## src/rtl/dp_arb2_1_if.sv

```systemverilog
// Handshake bundle between two datapath producers, the 2:1 arbiter and the consumer.
// master = producer/consumer side, slave = arbiter side.
interface dp_arb2_1_if #(parameter int WIDTH = 64);
  logic             reqA, ackA;
  logic [WIDTH-1:0] dataA;
  logic             reqB, ackB;
  logic [WIDTH-1:0] dataB;
  logic             sel;
  logic             out_valid;
  logic [WIDTH-1:0] out_data;
  logic             out_src;
  logic             out_ready;

  modport master (
    output reqA, dataA, reqB, dataB, out_ready,
    input  ackA, ackB, sel, out_valid, out_data, out_src
  );

  modport slave (
    input  reqA, dataA, reqB, dataB, out_ready,
    output ackA, ackB, sel, out_valid, out_data, out_src
  );
endinterface

```

## src/rtl/dp_arb2_1.sv

```systemverilog
// dp_arb2_1: round-robin arbiter for two requesters in front of a shared 64-bit
// 2:1 selector, with a single registered output stage and valid/ready drain.
// Optional macro ARB_STATS_EN adds saturating grant/contention counters.
module dp_arb2_1 #(
  parameter int WIDTH = 64
) (
  input  logic         clk,
  input  logic         reset,   // synchronous, active low
  dp_arb2_1_if.slave   bus
`ifdef ARB_STATS_EN
  ,
  output logic [31:0]  grantsA,
  output logic [31:0]  grantsB,
  output logic [31:0]  contend
`endif
);

  typedef enum logic {EMPTY = 1'b0, FULL = 1'b1} state_t;

  state_t           state, state_nxt;
  logic             last_grant;   // 0 = A, 1 = B; starts at B so A wins first
  logic             gntA, gntB, sel, can_load, ackA, ackB, acc;
  logic [WIDTH-1:0] out_data_q;
  logic             out_src_q;

  assign can_load = (state == EMPTY) || bus.out_ready;

  // Grant: lone requester wins, contention goes to the one not served last.
  always_comb begin
    gntA = bus.reqA & (~bus.reqB | last_grant);
    gntB = bus.reqB & (~bus.reqA | ~last_grant);
    sel  = gntB ? 1'b1 : (gntA ? 1'b0 : last_grant);
    ackA = reset & can_load & gntA;
    ackB = reset & can_load & gntB;
    acc  = ackA | ackB;
  end

  // State register.
  always_ff @(posedge clk) begin
    if (!reset) state <= EMPTY;
    else        state <= state_nxt;
  end

  // Next state: a load always leaves us FULL; otherwise a consumed word empties.
  always_comb begin
    state_nxt = state;
    if (acc)                state_nxt = FULL;
    else if (bus.out_ready) state_nxt = EMPTY;
  end

  // Outputs decoded from state plus the combinational grant.
  always_comb begin
    bus.out_valid = (state == FULL);
    bus.sel       = sel;
    bus.ackA      = ackA;
    bus.ackB      = ackB;
    bus.out_data  = out_data_q;
    bus.out_src   = out_src_q;
  end

  // Output word register and round-robin pointer; both move only on accept.
  always_ff @(posedge clk) begin
    if (!reset) begin
      out_data_q <= '0;
      out_src_q  <= 1'b0;
      last_grant <= 1'b1;
    end else if (acc) begin
      out_data_q <= sel ? bus.dataB : bus.dataA;
      out_src_q  <= sel;
      last_grant <= sel;
    end
  end

`ifdef ARB_STATS_EN
  // Saturating statistics counters.
  always_ff @(posedge clk) begin
    if (!reset) begin
      grantsA <= '0;
      grantsB <= '0;
      contend <= '0;
    end else begin
      if (ackA && grantsA != 32'hFFFF_FFFF) grantsA <= grantsA + 32'd1;
      if (ackB && grantsB != 32'hFFFF_FFFF) grantsB <= grantsB + 32'd1;
      if (bus.reqA && bus.reqB && can_load && contend != 32'hFFFF_FFFF)
        contend <= contend + 32'd1;
    end
  end
`endif

`ifndef SYNTHESIS
  // Requesters must hold req and data steady until their ack.
  a_reqA_hold: assert property (@(posedge clk) disable iff (!reset)
    (bus.reqA && !bus.ackA) |=> bus.reqA);
  a_reqB_hold: assert property (@(posedge clk) disable iff (!reset)
    (bus.reqB && !bus.ackB) |=> bus.reqB);
  a_dataA_hold: assert property (@(posedge clk) disable iff (!reset)
    (bus.reqA && !bus.ackA) |=> $stable(bus.dataA));
  a_dataB_hold: assert property (@(posedge clk) disable iff (!reset)
    (bus.reqB && !bus.ackB) |=> $stable(bus.dataB));
  a_one_ack: assert property (@(posedge clk) !(bus.ackA && bus.ackB));
`endif

endmodule

```

## src/flat_wrapper.sv

```systemverilog
// flat-port wrapper written by rule: the top's interface ports become plain ports
module dp_arb2_1_flat 
#(
  parameter int WIDTH = 64
)
  (clk, reset, bus_reqA, bus_dataA, bus_reqB, bus_dataB, bus_out_ready, bus_ackA, bus_ackB, bus_sel, bus_out_valid, bus_out_data, bus_out_src);
  dp_arb2_1_if #(.WIDTH(WIDTH)) bus_i ();
  input  logic clk;
  input  logic reset;
  input wire logic [$bits(bus_i.reqA)-1:0] bus_reqA;
  input wire logic [$bits(bus_i.dataA)-1:0] bus_dataA;
  input wire logic [$bits(bus_i.reqB)-1:0] bus_reqB;
  input wire logic [$bits(bus_i.dataB)-1:0] bus_dataB;
  input wire logic [$bits(bus_i.out_ready)-1:0] bus_out_ready;
  output wire logic [$bits(bus_i.ackA)-1:0] bus_ackA;
  output wire logic [$bits(bus_i.ackB)-1:0] bus_ackB;
  output wire logic [$bits(bus_i.sel)-1:0] bus_sel;
  output wire logic [$bits(bus_i.out_valid)-1:0] bus_out_valid;
  output wire logic [$bits(bus_i.out_data)-1:0] bus_out_data;
  output wire logic [$bits(bus_i.out_src)-1:0] bus_out_src;
  assign bus_i.reqA = bus_reqA;
  assign bus_i.dataA = bus_dataA;
  assign bus_i.reqB = bus_reqB;
  assign bus_i.dataB = bus_dataB;
  assign bus_i.out_ready = bus_out_ready;
  assign bus_ackA = bus_i.ackA;
  assign bus_ackB = bus_i.ackB;
  assign bus_sel = bus_i.sel;
  assign bus_out_valid = bus_i.out_valid;
  assign bus_out_data = bus_i.out_data;
  assign bus_out_src = bus_i.out_src;
  dp_arb2_1 #(.WIDTH(WIDTH)) u_core (.clk(clk), .reset(reset), .bus(bus_i));
endmodule
```

## config.mk

```make
export PLATFORM = sky130hd
export DESIGN_NAME = dp_arb2_1_flat
export DESIGN_NICKNAME = d
export VERILOG_FILES = /design/src/rtl/dp_arb2_1_if.sv /design/src/rtl/dp_arb2_1.sv /design/src/flat_wrapper.sv
export SDC_FILE = /design/constraint.sdc
export NUM_CORES = 1
export LEC_CHECK = 0
export ABC_AREA = 0
export CAP_MARGIN = 20
export CELL_PAD_IN_SITES_DETAIL_PLACEMENT = 1
export CELL_PAD_IN_SITES_GLOBAL_PLACEMENT = 1
export CORE_MARGIN = 2
export CORE_UTILIZATION = 29
export CTS_BUF_LIST = sky130_fd_sc_hd__clkbuf_8
export CTS_CLUSTER_SIZE = 10
export DETAILED_ROUTE_END_ITERATION = 6
export PLACE_DENSITY = 0.83
export SLEW_MARGIN = 0
export SYNTH_ARGS = -nofsm -noshare
export SYNTH_HDL_FRONTEND = slang
export SYNTH_SLANG_ARGS = --single-unit
```

## constraint.sdc

```tcl
create_clock -name clk -period 1.5 [get_ports clk]
set_input_delay 0.225 -clock clk [delete_from_list [all_inputs] [get_ports clk]]
set_output_delay 0.225 -clock clk [all_outputs]
set_load 0.05 [all_outputs]
```

### Yosys cells after proc, flatten, opt, wreduce, memory -nomap -nowiden

Cells that the tools add are included.

* $add $sub $neg: 0
* multiply operators: 0
* div/mod/pow operators: 0
* $lt $le $gt $ge: 0
* equality and inequality tests: 0
* shift operators: 0
* multiplexer cells: 5
* bitwise logic cells: 12
* reduce and logical (&&, ||, !) cells: 2

Operators by type and width (number)
* $mux 64: 1
* $and 1x1->1: 5
* $mux 1: 4
* $not 1->1: 4
* $or 1x1->1: 3
* $reduce_bool 2->1: 1
* $logic_or 1x1->1: 1

* register bits: 67
* latch bits: 0
* bits in writable memories: 0
* bits in read-only memories: 0
* input port bits: 133
* output and inout port bits: 69
* word-level logic and storage cells: 23
* memories kept: 0

### Longest topological paths before layout

* word-level depth: 6
* depth in mapped cells: 6
* mapped depth without buffers: 3

### Worst setup path before layout

No wires, ideal clock.

* kind: reg-to-output
* start: register u_core.state, in the netlist u_core.bus.out_valid
* end: output port bus_ackB
* arrival time: 2.176 ns
* data required time: 1.275 ns
* setup slack: -0.901 ns
* cell stages (with the launch flop): 6
* buffers on the path: 2
* cells stage by stage: dfxtp_1 -> nand2b_1 -> buf_2 -> clkbuf_1 -> nand2_1 -> nor3_1

* cells in the longest elaborated chain, start to end: 4

Ends and longest elaborated chain
* start: declaration: RTL line dp_arb2_1.sv:20 `state_t state, state_nxt;`
* start signal: assignment: RTL line dp_arb2_1.sv:41 `else state <= state_nxt;`
* $not 1->1: RTL line dp_arb2_1.sv:26 `assign can_load = (state == EMPTY) || bus.out_ready;`
* $logic_or 1x1->1: RTL line dp_arb2_1.sv:26
* $and 1x1->1 (2 in a row): RTL line dp_arb2_1.sv:34 `ackB = reset & can_load & gntB;`
* end: declaration: RTL line flat_wrapper.sv:16 `output wire logic [$bits(bus_i.ackB)-1:0] bus_ackB;`

No other way between the ends.

### Final worst setup path

* start: register u_core.last_grant
* end: output port bus_ackB

* cells in the longest elaborated chain, start to end: 4

Ends and longest elaborated chain
* start: declaration: RTL line dp_arb2_1.sv:21 `logic last_grant;`
* start signal: assignment: RTL line dp_arb2_1.sv:70 `last_grant <= sel;`
* $not 1->1: RTL line dp_arb2_1.sv:31 `gntB = bus.reqB & (~bus.reqA | ~last_grant);`
* $or 1x1->1: RTL line dp_arb2_1.sv:31
* $and 1x1->1: RTL line dp_arb2_1.sv:31
* $and 1x1->1: RTL line dp_arb2_1.sv:34

No other way between the ends.

==> qor.yml <==
placement:
  place_area_sq_um: 5970
  port_buffers: 201
  dp_hpwl_mm: 10.9
  gp_congestion: 0.787
synth:
  synth_area_sq_um: 3770
  synth_top_area_cell: "dfxtp_1"
  yosysSeqAreaShare: 0.355
  synth_edf_count: 0
  synth_area_leaders: "dfxtp_1, a311oi_2, a31oi_1"
  async_flop_share: 0
  yosys_warnings: 0
  postSynthAreaPerCell_sq_um: 9.21
  synthTopCellsByCount: "dfxtp_1, a31oi_1, nand3_1, a311oi_2, o21ai_0"
  synth_top_flop_cell: "dfxtp_1"
  synth-seq-cells: 67
  syn_nets: 543
  synth_top_cell_area_share: 0.355
  synth_cells: 410
  yosysMostFrequentCell: "dfxtp_1"
  yosysUniqueCellTypes: 24
layout:
  multi_input_area_sq_um: 2140
  diodes: 0
  nets: 731
  nFillCells: 1429
  final_area_sq_um: 6350
  seqCellArea_sq_um: 1350
  synthToLayoutAreaGrowth_pct: 68.3
  final_util: 0.502
  drive_above_1_share: 0.333
cts:
  cts_root_buf: "clkbuf_8"
  path_clk_slew_ps: 70
  clockBufferDepth: 2
  clock_sinks: 67
  hold_buffers: 0
  numCtsBuffers: 9
  clk_latency_ps: 330
  cts_htree_levels: 3
  cts_tree: "done"
min_path:
  min_to: "u_core.last_grant$_SDFFE_PN1P_"
  min_from: "reset"
  min_path_cells: 2
  hp-class: "input port to flip-flop"
die:
  pin_count: 202
  core.rowCount: 41
  die_area_sq_um: 13900
  core_sq_um: 12700
  die_w_microns: 118
  start_util: 0.298
  dieHeight_microns: 118
grt:
  grt_pass1_vias: 4801
  track_usage: 0.225
  grt_max_degree: 40
  antenna_found_initial: 0
  overflow: 0
  grt_pass1_wl_mm: 25.4
routing:
  post_drt_via_cell_ratio: 5.63
  postRouteAntennaNets: 0
  drt-pass1-iter-count: 5
  drt_iter0_markers: 458
  wl_per_cell_microns: 20.4
  vias: 4362
  drc: 0
  wl_mm: 15.8
sta:
  fin_skew_ps: 10.1
  setup_slack_ps: -30.1
  final_hold_viol_count: 0
  fmax_ghz: 0.654
  min_period_ps: 1530
  rsz0062_at_grt: "true"
  max_slew.worst_pin.slew_ps: 411
  fin_tns_setup_ps: -47.7
  drv_slew: 0
  relSlewSlack: 0.726
  setup_violations: 2
  period_share: 1.02
worst_setup_path:
  worstPathMaxFanout: 4
  required_ps: 1270
  worstPathArrival_ps: 1310
  crit_path_end_kind: "output port"
  r2r-start: "u_core.last_grant$_SDFFE_PN1P_"
  worstReg2RegEnd: "u_core.bus.out_data[38]$_SDFFE_PN0P_"
  startpoint_type: "flip-flop"
  rr_worst_depth: 6
  crit_type: "flip-flop to output port"
  r2r_setup_slack_ps: 80
run_status:
  outcome: "complete, but fails checks"
  violations: "setup timing"
run:
  drv_cap: 0
power:
  power_density_nw_per_um2: 937
  totalPowerFinal_mw: 5.95
  leakage_nw: 2.32
  ir_drop_uv: 381
sequential cells by signal, indices dropped and copies added, names as in the netlist:
name	count
u_core.bus.out_data	64
u_core.bus.out_src	1
u_core.bus.out_valid	1
u_core.last_grant	1
critical path: stages, from the launching register on:
cell     delay (ps)
dfxtp_4         360
and2_4          150
buf_12          130
nor3_4          170
buf_12          170
report_power, final:
group / switching, mW / total [mW] / internal (mW) / leakage, nW
clock: 0.703 / 1.62 / 0.919 / 0.112
combinational: 1.32 / 2.29 / 0.971 / 1.65
sequential: 0.104 / 2.04 / 1.93 / 0.554
total: 2.13 / 5.95 / 3.82 / 2.32
area by class of cell:
type | count | area share
Clock buffer | 9 | 0.0195
Clock inverter | 7 | 0.0134
Inverter | 2 | 0.00138
Multi-Input combinational cell | 276 | 0.337
Sequential cell | 67 | 0.212
Tap cell | 172 | 0.0339
Timing Repair Buffer | 242 | 0.383
through the flow:
stage          setup WS (ps)  hold slack [ps]  instances
6_report               -30.1              231        775
5_1_grt                -66.8              230        775
4_1_cts                -43.5              222        775
3_5_place_dp            -305              553        748
3_3_place_gp            -220              526        748
2_1_floorplan           -177              392        410
worst max-delay path by stage:
stage | start | end | slack [ps]
detailed placement | bus_reqA | u_core.bus.out_data[38]$_SDFFE_PN0P_ | -300
floorplan | reset | bus_ackB | -180
CTS | u_core.last_grant$_SDFFE_PN1P_ | bus_ackB | -40
finish | u_core.last_grant$_SDFFE_PN1P_ | bus_ackB | -30
global route | u_core.last_grant$_SDFFE_PN1P_ | bus_ackA | -70
global placement | bus_out_ready | u_core.bus.out_data[38]$_SDFFE_PN0P_ | -220
cell usage in the layout, fill, tap and decap left out, types with 3 or more instances in the layout:
cell	count
a311oi_1	4
a311oi_2	60
a31oi_1	64
buf_12	18
buf_4	84
buf_6	6
clkbuf_8	9
clkdlybuf4s50_1	128
clkinv_2	3
dfxtp_1	65
nand3_1	64
o21ai_0	54
o21ai_1	11
kinds of logic (layout without fill, tap and decap cells):
kind of cell / Yosys count / after routing / share of synthesized area
compound gates: 198 / 198 / 0.448
buf+inv: 67 / 260 / 0.0928
flops: 67 / 67 / 0.355
simple gates: 78 / 78 / 0.104
routing by layer:
metal / up-vias / GRT usage / part of all wire
met4: 0 / 0.0904 / 0.028
met2: 206 / 0.391 / 0.50
li1: 2004 / - / -
met1: 2112 / 0.267 / 0.40
met3: 40 / 0.0509 / 0.068
met5: - / 0 / 0
what timing repair did:
action | 4_1_cts | 5_1_grt
buffers inserted | 9 | 0
resized for setup | 13 | 6
gates cloned | 2 | 0
endpoints found under the setup margin | 39 | 53
pin swaps | 4 | 1
(Power assumes the default switching activity.)
